===== src/rtl/sram_pkg.sv =====
// Shared types and helpers for the parametrised SRAM bank: FSM state encoding,
// byte-lane width and the byte-enable to bit-mask expansion.
package sram_pkg;

    typedef enum logic {
        SRAM_INIT,
        SRAM_READY
    } sram_state_t;

    localparam int BYTE_W  = 8;
    // Widest word the mask helper supports; banks slice the low sram_bit bits.
    localparam int MAX_BIT = 1024;
    localparam int MAX_NB  = MAX_BIT / BYTE_W;

    // Active-low byte enables in, active-high bit mask out (1 = bit gets written).
    function automatic logic [MAX_BIT-1:0] byte_mask(input logic [MAX_NB-1:0] bwen);
        logic [MAX_BIT-1:0] mask;
        mask = '0;
        for (int i = 0; i < MAX_NB; i++) begin
            mask[i*BYTE_W +: BYTE_W] = {BYTE_W{~bwen[i]}};
        end
        return mask;
    endfunction

endpackage


===== src/rtl/sram_out_stage.sv =====
// Optional output pipeline register for the SRAM bank: Q loads only on a valid
// read so it holds between reads; QV is a one-cycle strobe.
module sram_out_stage #(
    parameter int WIDTH = 128
) (
    input  logic             CLK,
    input  logic             reset,
    input  logic [WIDTH-1:0] rd_data,
    input  logic             rd_valid,
    output logic [WIDTH-1:0] Q,
    output logic             QV
);

    always_ff @(posedge CLK) begin
        if (reset) begin
            Q  <= '0;
            QV <= 1'b0;
        end else begin
            QV <= rd_valid;
            if (rd_valid) begin
                Q <= rd_data;
            end
        end
    end

endmodule


===== src/rtl/sram_bank_p.sv =====
// Parametrised single-port SRAM bank with byte-write masking, read-valid strobe
// and optional output register. Define SRAM_RESET_CLEAR_EN to zero the array after reset.
module sram_bank_p
    import sram_pkg::*;
#(
    parameter int  sram_bit = 128,
    parameter int  depth    = 16,
    parameter int  OUT_REG  = 0,
    localparam int ADDR_W   = $clog2(depth),
    localparam int NB       = sram_bit / 8
) (
    input  logic                CLK,
    input  logic                reset,
    input  logic                CEN,
    input  logic                WEN,
    input  logic [ADDR_W-1:0]   A,
    input  logic [sram_bit-1:0] D,
    input  logic [NB-1:0]       BWEN,
    output logic [sram_bit-1:0] Q,
    output logic                QV,
    output logic                RDY
);

    sram_state_t         state;
    logic                rdy;
    logic [sram_bit-1:0] mem [0:depth-1];
    logic                in_range;
    logic                rd_en;
    logic                wr_en;
    logic [MAX_NB-1:0]   bwen_wide;
    logic [MAX_BIT-1:0]  mask_wide;
    logic [sram_bit-1:0] bit_mask;
    logic [sram_bit-1:0] q_core;
    logic                qv_core;
`ifdef SRAM_RESET_CLEAR_EN
    logic [ADDR_W-1:0]   clr_cnt;
`endif

    // A power-of-two depth decodes every address; otherwise guard the tail.
    generate
        if (depth == (1 << ADDR_W)) begin : g_full_range
            assign in_range = 1'b1;
        end else begin : g_part_range
            assign in_range = (int'(A) < depth);
        end
    endgenerate

    always_comb begin
        bwen_wide         = '1;
        bwen_wide[NB-1:0] = BWEN;
        mask_wide         = byte_mask(bwen_wide);
    end

    assign bit_mask = mask_wide[sram_bit-1:0];

    generate
        if (sram_bit < MAX_BIT) begin : g_mask_sink
            logic unused_mask;
            assign unused_mask = ^mask_wide[MAX_BIT-1:sram_bit];
        end
    endgenerate

    assign rd_en = ~reset & rdy & ~CEN &  WEN & in_range;
    assign wr_en = ~reset & rdy & ~CEN & ~WEN & in_range;

    // NOTE: state registers use non-blocking assignments so every always_ff
    // samples pre-edge values regardless of block evaluation order.
    always_ff @(posedge CLK) begin
        if (reset) begin
            state   <= SRAM_INIT;
            rdy     <= 1'b0;
`ifdef SRAM_RESET_CLEAR_EN
            clr_cnt <= '0;
`endif
        end else begin
            case (state)
                SRAM_INIT: begin
`ifdef SRAM_RESET_CLEAR_EN
                    if (clr_cnt == ADDR_W'(depth - 1)) begin
                        state <= SRAM_READY;
                        rdy   <= 1'b1;
                    end else begin
                        clr_cnt <= clr_cnt + 1'b1;
                    end
`else
                    state <= SRAM_READY;
                    rdy   <= 1'b1;
`endif
                end
                SRAM_READY: begin
                    rdy <= 1'b1;
                end
                default: begin
                    state <= SRAM_INIT;
                    rdy   <= 1'b0;
                end
            endcase
        end
    end

    // NOTE: the array has no reset branch; a reset on a memory turns it into
    // depth*sram_bit flops. Zeroing, when wanted, is done by the INIT sweep.
    always_ff @(posedge CLK) begin
`ifdef SRAM_RESET_CLEAR_EN
        if (!reset && state == SRAM_INIT) begin
            mem[clr_cnt] <= '0;
        end else
`endif
        if (wr_en) begin
            mem[A] <= (mem[A] & ~bit_mask) | (D & bit_mask);
        end
    end

    always_ff @(posedge CLK) begin
        if (reset) begin
            q_core  <= '0;
            qv_core <= 1'b0;
        end else begin
            qv_core <= rd_en;
            if (rd_en) begin
                q_core <= mem[A];
            end
        end
    end

    generate
        if (OUT_REG != 0) begin : g_out_reg
            sram_out_stage #(
                .WIDTH (sram_bit)
            ) u_out_stage (
                .CLK      (CLK),
                .reset    (reset),
                .rd_data  (q_core),
                .rd_valid (qv_core),
                .Q        (Q),
                .QV       (QV)
            );
        end else begin : g_no_out_reg
            assign Q  = q_core;
            assign QV = qv_core;
        end
    endgenerate

    assign RDY = rdy;

endmodule


===== config.mk =====
export PLATFORM = sky130hd
export DESIGN_NAME = sram_bank_p
export DESIGN_NICKNAME = d
export VERILOG_FILES = /design/src/rtl/sram_pkg.sv /design/src/rtl/sram_out_stage.sv /design/src/rtl/sram_bank_p.sv
export SDC_FILE = /design/constraint.sdc
export NUM_CORES = 2
export LEC_CHECK = 0
export BUFFER_PORTS_ARGS = -buffer_cell sky130_fd_sc_hd__buf_2
export CORE_MARGIN = 2
export CORE_UTILIZATION = 50
export CTS_BUF_LIST = sky130_fd_sc_hd__clkbuf_8 sky130_fd_sc_hd__clkbuf_16
export DETAILED_ROUTE_END_ITERATION = 12
export PLACE_DENSITY = 0.65
export SYNTH_ARGS = -nofsm -noshare
export SYNTH_HDL_FRONTEND = slang
export SYNTH_SLANG_ARGS = --single-unit

===== constraint.sdc =====
create_clock -name CLK -period 17.1 [get_ports CLK]
set_input_delay 0.855 -clock CLK [delete_from_list [all_inputs] [get_ports CLK]]
set_output_delay 0.855 -clock CLK [all_outputs]
set_load 0.005 [all_outputs]

# After elaboration in Yosys (flattened, before gate mapping)
# Memory sizes are Yosys's and may differ from the RTL's.
# Index checks and enable logic that the tools add are counted.
# totals
register_bits	130
ram_bits	2048
out_inout_bits	130
elab_cells	34
memories	1
# mem_list
memory	depth	word_bits	rd	rd_ports_with_merged_regs	write_ports	line_no	source
mem	16	128	1	0	1	sram_bank_p.sv:26	logic [sram_bit-1:0] mem [0:depth-1];
# classes
muxes	3
bitwise_logic	27
# ops
cell	n
128-bit AND	2
128-bit NOT	1
128-bit bitwise OR	1
1-bit NOT	19
1-bit AND	4
1-bit two-way mux	3

# Depth between registers and ports, before layout
# logic_depth
depth_word	6
depth_mapped	7

# Worst setup path before layout
# OpenSTA, ideal clock, no wires.
# synth_path
path_type	input port to flip-flop
from	in A[1]
to	mem mem[0][0] (enable)
setup_ps	772
t_arrival_ps	10547
t_required_ps	16328
path_slack_ps	5781
cell_stages	6
cell_sequence	buf_2 buf_6 buf_6 buf_4 or3b_2 nor3_1
# synth_rtl
element	line_no	source
start, declared	sram_bank_p.sv:16	input logic [ADDR_W-1:0] A,
end, declared	sram_bank_p.sv:26	
# Straight into the memory's write port.

# Final worst setup path
# layout_path
from	in A[1]
to	mem mem[2][37] (data pin)
# layout_between
elab_chain_cells	3
# layout_rtl
element	line_no	source
memory 16 x 128 bit	--	
128-bit AND	sram_bank_p.sv:110	mem[A] <= (mem[A] & ~bit_mask) | (D & bit_mask);
128-bit bitwise OR	sram_bank_p.sv:110	
# No other way between the ends.

==> reports/qor.csv <==
metric,value,unit
synth-async-reset-ratio,0,%
hpwl,100000,µm
grt_max_degree,115,
drt-total-wl,201000,µm
yosysMostFrequentCell,edfxtp_1,
p_seq_share,53.4,%
grt_pass1_wl,290000,µm
synth_warnings,0,
cts_tree,done,
yosys-top-cells-area,"edfxtp_1, mux4_2, dfxtp_1",
seq_area,0.0641,mm²
finalClockSkew,38.4,ps
wl_met3,14300,µm
grt-ovfl-total,0,
worst_pin_slew,1200,ps
dr.pass1.iters,5,
synth_top_area_share,73.8,%
crit_type,input pin to register,
ir_drop,119,µV
fin_tns_setup,0,ps
wl_per_cell,31.1,µm
routed-wl-met2,101000,µm
cp_top_family,buffers and inverters,
cts_buffer_depth,3,
cts_resized,0,
drive_above_1_share,28.2,%
fp.coreArea,0.165,mm²
fp-row-count,149,
status,completed,
crit_top_cell,buf_4,
hold_viol,0,
final_max_slew_viol_count,0,
cts.sinks,2178,
syn_nets,3908,
end_kind,register,
synth_edf_count,2048,
power_per_cell_area,118,mW/mm²
fin_nets,4244,
wl_met1,81800,µm
cts-root-buf,clkbuf_16,
p_int,8760,µW
antenna_found_initial,6,
worstSkewPairLatency,850,ps
cts_setup_buffers,0,
ios,282,
finalSetupViolations,0,
max_freq,0.186,GHz
relSlewSlack,20.0,%
cp.arrival,5790,ps
period_share,31.5,%
synth_common_cells,"edfxtp_1, mux4_2, mux2i_1, o221ai_1, nand2b_1",
worstPathRequired,17510,ps
vias,40800,
numCtsBuffers,213,
ys_seq_area_share,76.9,%
highest_layer,met4,
maxCapViolations,0,
grt_pass1_vias,41600,
hold_path_class,register to register,
drc,0,
die_h,412,µm
slowest_delay,810,ps
path_buf_inv,5,
start_util,50.5,%
grtUsageTotal,23.8,%
chipWidth,412,µm
crit_chain,buf_8 > buf_4 > buf_4 > buf_4 > buf_4 > mux4_2 > mux2i_1 > o221ai_1,
place_ws,10680,ps
crit_fanout,48,
clock_power_share,41.7,%
synth_cell_type_count,20,
synth-main-ff-cell,edfxtp_1,
syn_area_per_cell,22.2,µm²
cts_hold_buf,0,
ctsHtreeMaxLevel,4,
ys_ff_latch,2178,
start_kind,input pin,
synth_top_area_cell,edfxtp_1,
postRouteAntennaNets,0,
synth_cells,3756,
cpMaxStageDelayCell,buf_4,
p_switching,2370,µW
viasPerCell,6.31,
first_iter_violations,4305,
power.leakage,0.0308,µW
timing.final.ws_setup,11720,ps
gp_congestion,0.739,
sw_frac_of_total,21.3,%
io_buffers,281,
synth_area,0.0833,mm²
clkTransAtPathRegs,60,ps
area_growth,13.1,%
fillCellCount,12200,
multi_input_area,0.0182,mm²
die-area,0.170,mm²
combinationalPowerShare,4.8,%
period_needed,5380,ps
grt_setup_unrepaired,no,
logic make-up after synthesis:
group,after synthesis,synth area share (%)
AO/OA/AOI/OAI,256,2.69
buffers and inverters,239,1.38
flip-flops,2178,76.9
multiplexers,768,16.9
AND/OR/NAND/NOR,315,2.09
cell usage in the layout (no fill, tap or decap), types with 59 or more instances in the layout:
cell and count:
dfxtp_1 130, buf_4 70, buf_2 277, edfxtp_1 2048
nand2b_1 146, clkbuf_16 215, mux2i_1 256, o221ai_1 256
inv_1 59, mux4_2 512, nand3_1 129
final timing paths:
path / start / slack [ps] / cells past startpoint / end
hold / removal: Q[101]$_SDFFE_PP0P_ / 490 / 2 / Q[101]$_SDFFE_PP0P_
hold reg to reg: Q[101]$_SDFFE_PP0P_ / 490 / 2 / Q[101]$_SDFFE_PP0P_
setup reg to reg: RDY$_DFF_P_ / 12930 / 6 / mem[8][1]$_DFFE_PP_
setup / recovery: A[1] / 11720 / 8 / mem[2][37]$_DFFE_PP_
layer usage:
metal	GRT usage (%)	vias up
met1	33.2	22100
met2	39.4	1662
met5	0	-
met3	3.65	278
met4	6.31	0
li1	-	16800
tightest hold or removal path: cells and delay by family (launching register included):
kind             cells  cell delay (ps)
flip-flops           1              320
AO/OA/AOI/OAI        1               60
AND/OR/NAND/NOR      1               70
stage by stage:
stage | util (%) | instances | power (µW) | hold slack (ps) | cell area (µm²)
finish | 57.1 | 6469 | 11100 | 486 | 94300
global route | 57.1 | 6468 | 11500 | 513 | 94300
CTS | 57.1 | 6467 | 11200 | 484 | 94300
detailed placement | 52.8 | 6066 | 6610 | 466 | 87200
global placement | 52.8 | 6066 | 6590 | 465 | 87200
floorplan | - | 3756 | 6420 | 479 | 83300
registers in the layout, indices dropped and copies added, names as in the netlist:
register	count
QV	1
Q	128
RDY	1
mem	2048
power groups by stage:
stage	combinational, µW	clock, µW	sequential [µW]
floorplan	367	0	6060
global placement	531	0	6060
detailed placement	545	0	6070
CTS	546	4700	5950
global route	585	4920	5950
finish	537	4650	5950
cell type report:
type | instances | share of cell area (%)
clock buffer | 237 | 6.03
timing repair buffer | 358 | 2.25
clock inverter | 164 | 1.46
multi-input combinational | 1339 | 19.3
sequential | 2178 | 68.0
tap | 2189 | 2.91
antenna | 2 | 0.00531
inverter | 2 | 0.0133
Power figures use the tool's default switching activity.
